`config.mk`:
```
export PLATFORM = sky130hd
export DESIGN_NAME = pulse_in_us
export DESIGN_NICKNAME = d
export VERILOG_FILES = /design/src/rtl/pulse_in_us_pkg.sv /design/src/rtl/pulse_in_us_sync_ff.sv /design/src/rtl/pulse_in_us.sv
export SDC_FILE = /design/constraint.sdc
export NUM_CORES = 1
export LEC_CHECK = 0
export ABC_AREA = 1
export ABC_CLOCK_PERIOD_IN_PS = 9400
export CORE_UTILIZATION = 55
export DETAILED_ROUTE_END_ITERATION = 7
export HOLD_SLACK_MARGIN = 0.03
export MAX_ROUTING_LAYER = met4
export PLACE_DENSITY = 0.76
export SYNTH_ARGS = -nofsm -noshare
export SYNTH_HDL_FRONTEND = slang
export SYNTH_SLANG_ARGS = --single-unit
```
`constraint.sdc`:
```
create_clock -name clk_i -period 9.4 [get_ports clk_i]
set_clock_uncertainty 0.15 [all_clocks]
set_input_delay 1.88 -clock clk_i [delete_from_list [all_inputs] [get_ports clk_i]]
set_output_delay 1.88 -clock clk_i [all_outputs]
set_load 0.02 [all_outputs]
```
`src/rtl/pulse_in_us_pkg.sv`:
```
// Shared types and constants for the pulse width measurement block.
// Also provides the default timeout used by the register-file reset value.
package pulse_in_us_pkg;

   localparam int US_W = 32;

   localparam logic [US_W-1:0] DEFAULT_TIMEOUT = 32'd1_000_000;

   localparam logic [2:0] ST_IDLE       = 3'd0;
   localparam logic [2:0] ST_WAIT_CLEAR = 3'd1;
   localparam logic [2:0] ST_WAIT_START = 3'd2;
   localparam logic [2:0] ST_MEASURE    = 3'd3;
   localparam logic [2:0] ST_DONE       = 3'd4;

   typedef enum logic [2:0] {
      IDLE       = ST_IDLE,
      WAIT_CLEAR = ST_WAIT_CLEAR,
      WAIT_START = ST_WAIT_START,
      MEASURE    = ST_MEASURE,
      DONE       = ST_DONE
   } state_t;

   // Modular time difference; the timer wraps, so no special case is needed.
   function automatic logic [US_W-1:0] us_diff(
      input logic [US_W-1:0] a,
      input logic [US_W-1:0] b
   );
      return a - b;
   endfunction

endpackage

```
`src/rtl/pulse_in_us_sync_ff.sv`:
```
// Multi-flop synchronizer for asynchronous pin inputs.
// Chain clears to 0 on reset.
module sync_ff #(
   parameter int STAGES = 2
) (
   input  logic clk_i,
   input  logic rst_i,
   input  logic d_i,
   output logic q_o
);

   logic [STAGES-1:0] r_sync;

   always_ff @(posedge clk_i or posedge rst_i) begin
      if (rst_i) begin
         r_sync <= '0;
      end else begin
         r_sync <= {r_sync[STAGES-2:0], d_i};
      end
   end

   assign q_o = r_sync[STAGES-1];

endmodule

```
`src/rtl/pulse_in_us.sv`:
```
// pulseIn(): measures one HIGH or LOW pulse on pin_i in microseconds.
// Times come from the free-running timer count; outputs are registered.
module pulse_in_us #(
   parameter int                                SYNC_STAGES     = 2,
   parameter logic [pulse_in_us_pkg::US_W-1:0] DEFAULT_TIMEOUT =
      pulse_in_us_pkg::DEFAULT_TIMEOUT
) (
   input  logic                              clk_i,
   input  logic                              rst_i,
   input  logic [pulse_in_us_pkg::US_W-1:0] us_i,
   input  logic                              pin_i,
   input  logic                              start_i,
   input  logic                              level_i,
   input  logic [pulse_in_us_pkg::US_W-1:0] timeout_i,
   output logic                              busy_o,
   output logic                              done_o,
   output logic [pulse_in_us_pkg::US_W-1:0] width_o,
   output logic                              timeout_o
);

   import pulse_in_us_pkg::*;

   state_t            r_state;
   logic              r_lvl;
   logic [US_W-1:0]   r_tmo;
   logic [US_W-1:0]   r_t_req;
   logic [US_W-1:0]   r_t_start;

   logic              w_pin_s;
   logic [US_W-1:0]   w_elapsed;
   logic [US_W-1:0]   w_width;
   logic              w_tmo_hit;
   logic              w_match;

   sync_ff #(
      .STAGES (SYNC_STAGES)
   ) u_sync (
      .clk_i (clk_i),
      .rst_i (rst_i),
      .d_i   (pin_i),
      .q_o   (w_pin_s)
   );

   assign w_elapsed = us_diff(us_i, r_t_req);
   assign w_width   = us_diff(us_i, r_t_start);
   assign w_tmo_hit = (w_elapsed >= r_tmo);
   assign w_match   = (w_pin_s == r_lvl);

   always_ff @(posedge clk_i or posedge rst_i) begin
      if (rst_i) begin
         r_state   <= IDLE;
         r_lvl     <= 1'b0;
         r_tmo     <= '0;
         r_t_req   <= '0;
         r_t_start <= '0;
         busy_o    <= 1'b0;
         done_o    <= 1'b0;
         width_o   <= '0;
         timeout_o <= 1'b0;
      end else begin
         done_o <= 1'b0;
         unique case (r_state)
            IDLE: begin
               if (start_i) begin
                  r_lvl   <= level_i;
                  r_tmo   <= (timeout_i != '0) ? timeout_i : DEFAULT_TIMEOUT;
                  r_t_req <= us_i;
                  busy_o  <= 1'b1;
                  r_state <= (w_pin_s == level_i) ? WAIT_CLEAR : WAIT_START;
               end
            end
            WAIT_CLEAR: begin
               if (w_tmo_hit) begin
                  width_o   <= '0;
                  timeout_o <= 1'b1;
                  busy_o    <= 1'b0;
                  done_o    <= 1'b1;
                  r_state   <= DONE;
               end else if (!w_match) begin
                  r_state <= WAIT_START;
               end
            end
            WAIT_START: begin
               if (w_tmo_hit) begin
                  width_o   <= '0;
                  timeout_o <= 1'b1;
                  busy_o    <= 1'b0;
                  done_o    <= 1'b1;
                  r_state   <= DONE;
               end else if (w_match) begin
                  r_t_start <= us_i;
                  r_state   <= MEASURE;
               end
            end
            MEASURE: begin
               // A trailing edge in the timeout cycle still reports a width.
               if (!w_match) begin
                  width_o   <= w_width;
                  timeout_o <= 1'b0;
                  busy_o    <= 1'b0;
                  done_o    <= 1'b1;
                  r_state   <= DONE;
               end else if (w_tmo_hit) begin
                  width_o   <= '0;
                  timeout_o <= 1'b1;
                  busy_o    <= 1'b0;
                  done_o    <= 1'b1;
                  r_state   <= DONE;
               end
            end
            DONE: begin
               r_state <= IDLE;
            end
            default: begin
               busy_o  <= 1'b0;
               r_state <= IDLE;
            end
         endcase
      end
   end

endmodule

```
==> summary by stage <==
Synth
The library cell with the largest summed area after synthesis is sky130_fd_sc_hd__dfrtp_1. Averaged over all synthesized cells, the footprint is 7.15 um2. Counting flops and latches in the post-synthesis netlist gives 137. After technology mapping, the gate count stands at 1411. The synthesized net count is 1576.

The synthesized design devotes to its leading area cell type 34.0% of total area. The flip-flop cell with the highest count after synthesis is sky130_fd_sc_hd__dfrtp_1. Yosys mapped a number of flops with a built-in enable equal to 0.

The share of flip-flops with an asynchronous set or reset after synthesis is 100%. The sequential share of the synthesized area is 34.0%. The post-synthesis instance area is 0.0101 mm2.

After synthesis, the netlist uses 44 different library cells. The Yosys step of the flow raised 0 warnings. In the post-synthesis netlist, the biggest area contributors are sky130_fd_sc_hd__dfrtp_1, sky130_fd_sc_hd__nand2_1, sky130_fd_sc_hd__ha_1, sky130_fd_sc_hd__inv_1, sky130_fd_sc_hd__o21ai_0.

STA
For the pin with the worst max-slew slack, the measured transition is 931 ps. For the final routed database, the setup TNS stands at 0 ps. The fraction of the cycle the final worst path needs is 65.2%. The worst-case setup margin in the final layout is 3270 ps. The hold violation count in the final report was 0. The smallest clock period supported by the final layout is computed as 6130 ps.

The number of max-slew violations in the final report is 0. The worst relative slew slack is 37.9%. Setup repair after global routing left no endpoint under its margin. Setup violations remaining at the end of the flow were counted as 0.

The final hold slack is 225 ps. Timing would allow up to 163 MHz.

Finish
The area growth from synthesis to final layout is 17.5%. Once layout is done, the placed cells without fillers occupy 0.0119 mm2. The number of antenna diodes in the final layout is 0. The share of the core filled with cells in the final layout is 66.0%.

The final-stage net count is 1670. The non-filler instance count after layout is 1747. The layout cell share with drive strength beyond 1 is 3.56%.

Die
The floorplan step defined a die boundary enclosing 0.0189 mm2. The floorplan has 49 rows. The floorplan step set the die width to 137 um. In this run the vertical extent of the chip is 137 um. For this configuration, the core starts out at a cell density of 56.2%.

The top-level port count is 104. After floorplanning, the core was sized to cover 0.0180 mm2.

Route
The routed design uses 1420 um of met3 wire. In the detailed route, the total length drawn on met2 is 12600 um. The via density per instance is 5.47. In the routed design, unresolved DRC markers number 0.

The violation count after the first detailed-routing iteration is 784. The top metal layer carrying routed signals is met4. The final route contains 9563 vias.

The final layout contains routed wiring with a total length of 28000 um. The detailed-route wire length per cell is 16.0 um. The antenna violation net count after detailed routing is 0. For this block, wires on met1 add up to 13500 um. The total iterations of the first detailed-routing run is 5.

Setup path
The setup path with the least slack is of type input port to flop. For the worst setup path, the data arrival time is 6300 ps. The endpoint required time on the critical path is 9570 ps.

STA classifies the critical path endpoint as a flop. The worst register-to-register path ends at r_t_start[11]. The worst flop-to-flop path startpoint is r_t_req[0]. Measured in cells, the most critical reg-to-reg path has a length of 23. The largest fanout on the critical path is 33. The nature of the critical path startpoint is an input port.

The worst register-to-register path has a setup slack of 4920 ps.

Place
The port buffer count is 103. The cell total after placement is 1715. The estimated wirelength of the detail-placed design is 21400 um.

OpenSTA, run right after detailed placement, puts the worst setup slack at 2980 ps. The congestion estimate from routability-driven global placement came to 0.978. The total placed instance area is 0.0113 mm2.

Clock tree
The H-tree level count is 4. For this design, the sink count on the clock tree is 137. The post-CTS setup repair buffer count is 0.

The clock-pin slew of the registers on the worst-case setup and hold paths is 60 ps. After clock tree synthesis, the flow added hold-fix buffers numbering 0. The tree is rooted in a sky130_fd_sc_hd__clkbuf_16.

In this run, CTS created clock tree buffers numbering 17. The deepest clock path buffer count is 2. The number of gates resized after CTS is 0.

TritonCTS built the clock tree. The insertion delay of the later-clocked pin in the worst-skew pair is 440 ps.

Global routing
The first global-routing pass estimated 44200 um of wire. The number of global-route vias before repair is 8816. The total overflow reported by the global router is 0. The number of antenna violations at the first check in global routing is 0. The maximum number of pins on one net before global-route repair is 112.

Across every metal layer, demand over resource in global routing totals 31.3%.

Power
The power per standard cell area is 371 mW/mm2. The static power due to leakage is 5.93 nW. IR analysis of the VDD net gives a maximum drop of 0.000264 V. The final total power is 4.40 mW.

Outcome
The flow ran to the end, and the final reports show no timing, DRC or antenna violations.

Run
Across the run, the number of max-cap violations was 0.

Hold path
The worst hold path belongs to the class flop to flop. The startpoint of the worst hold path is u_sync.r_sync[0]. The worst hold path passes through 0 cells. For hold timing, the worst endpoint is u_sync.r_sync[1].
[metal layers]
metal / up-vias / GRT usage [%]
met1: 4441 / 42.9
met4: 0 / 8.00
met3: 38 / 4.23
met5: - / -
li1: 4819 / -
met2: 265 / 48.4
[synth_stat cells, types with 7 or more instances]
cell type                  number
sky130_fd_sc_hd__nand3_1      107
sky130_fd_sc_hd__nor4_1         9
sky130_fd_sc_hd__nand4_1       17
sky130_fd_sc_hd__nand2_1      384
sky130_fd_sc_hd__o21ai_1       11
sky130_fd_sc_hd__dfrtp_1      137
sky130_fd_sc_hd__ha_1          94
sky130_fd_sc_hd__o21ai_0      114
sky130_fd_sc_hd__xnor2_1        8
sky130_fd_sc_hd__inv_1        183
sky130_fd_sc_hd__a21oi_1      101
sky130_fd_sc_hd__a21o_1        10
sky130_fd_sc_hd__nand3b_1       8
sky130_fd_sc_hd__buf_2         18
sky130_fd_sc_hd__xor2_1        25
sky130_fd_sc_hd__nor3_1        14
sky130_fd_sc_hd__nor2_1       111
sky130_fd_sc_hd__a22oi_1        7
[layout by cell type (no fill, tap or decap), drive strengths merged]
master and instances:
o311ai 1, a21boi 3, nor4 9, or2 3
fa 2, nor2 114, inv 186, xnor2 9
o21bai 4, clkinvlp 3, o21ai 128, nor3 14
ha 94, bufinv 3, nand2 386, a21oi 101
buf 4, o21a 5, a31oi 3, dfrtp 137
a21o 10, a22oi 7, xor2 25, nand4 18
clkinv 5, nand3b 8, clkdlybuf4s50 103, and3 1
o211ai 3, and2 1, clkbuf 19, nand3 109
[final cells by class]
cell class,instances,area [um2]
flip-flops and latches,137,3430
well taps,229,287
multi-input cells,1058,5780
clock buffers,19,433
fillers,1639,6110
inverters,184,696
repair buffers,107,1060
clock inverters,13,170
[where the power goes]
part	total, mW	switching (mW)	internal (mW)
clock network	0.704	0.285	0.420
logic	2.70	1.73	0.974
registers	0.986	0.121	0.865
[kinds of logic (layout without fill, tap and decap cells)]
logic type	count (synthesis)	in the layout	synth area share [%]
AOI/OAI and AO/OA	265	265	14.2
xor gates and xnor gates	34	34	3.03
adders and majority gates	96	96	12.1
buffers and inverters	216	323	8.82
DFF	137	137	34.0
and+or+nand+nor	663	663	27.9
[flip-flops by register name, summed over array words and instances, names as in the netlist]
| name | count |
|---|---|
| u_sync.r_sync | 2 |
| busy_o | 1 |
| r_state | 3 |
| r_tmo | 32 |
| r_t_req | 32 |
| width_o | 32 |
| r_t_start | 32 |
| timeout_o | 1 |
| r_lvl | 1 |
| done_o | 1 |
[worst max-delay path, cell delays in order]
cell	delay, ps
sky130_fd_sc_hd__clkdlybuf4s50_1	480
sky130_fd_sc_hd__inv_1	80
sky130_fd_sc_hd__ha_1	190
sky130_fd_sc_hd__inv_1	80
sky130_fd_sc_hd__fa_1	230
sky130_fd_sc_hd__inv_1	70
sky130_fd_sc_hd__o21ai_2	280
sky130_fd_sc_hd__a21boi_0	270
sky130_fd_sc_hd__o21ai_2	340
sky130_fd_sc_hd__nand2_1	90
sky130_fd_sc_hd__nand2_1	90
sky130_fd_sc_hd__xor2_1	220
sky130_fd_sc_hd__ha_1	270
sky130_fd_sc_hd__nand2_1	60
sky130_fd_sc_hd__inv_1	50
sky130_fd_sc_hd__nand2_1	60
sky130_fd_sc_hd__nand2_1	40
sky130_fd_sc_hd__nand2_1	60
sky130_fd_sc_hd__a21oi_1	90
sky130_fd_sc_hd__nor2_4	200
sky130_fd_sc_hd__nand3_4	160
sky130_fd_sc_hd__nor2_8	410
sky130_fd_sc_hd__nand2_4	330
sky130_fd_sc_hd__nand2_1	150
sky130_fd_sc_hd__nand2_1	70
[worst max-delay path by stage]
stage	end	slack [ps]	from	cells past startpoint
finish	r_t_start[11]	3270	us_i[0]	25
global route	r_t_start[30]	2990	us_i[0]	25
CTS	r_t_start[20]	3350	us_i[0]	25
detailed placement	r_t_start[20]	2980	us_i[0]	25
global placement	r_t_start[27]	3020	us_i[6]	20
floorplan	busy_o	3700	rst_i	1
Note: power is estimated with default switching activity, not from simulation.
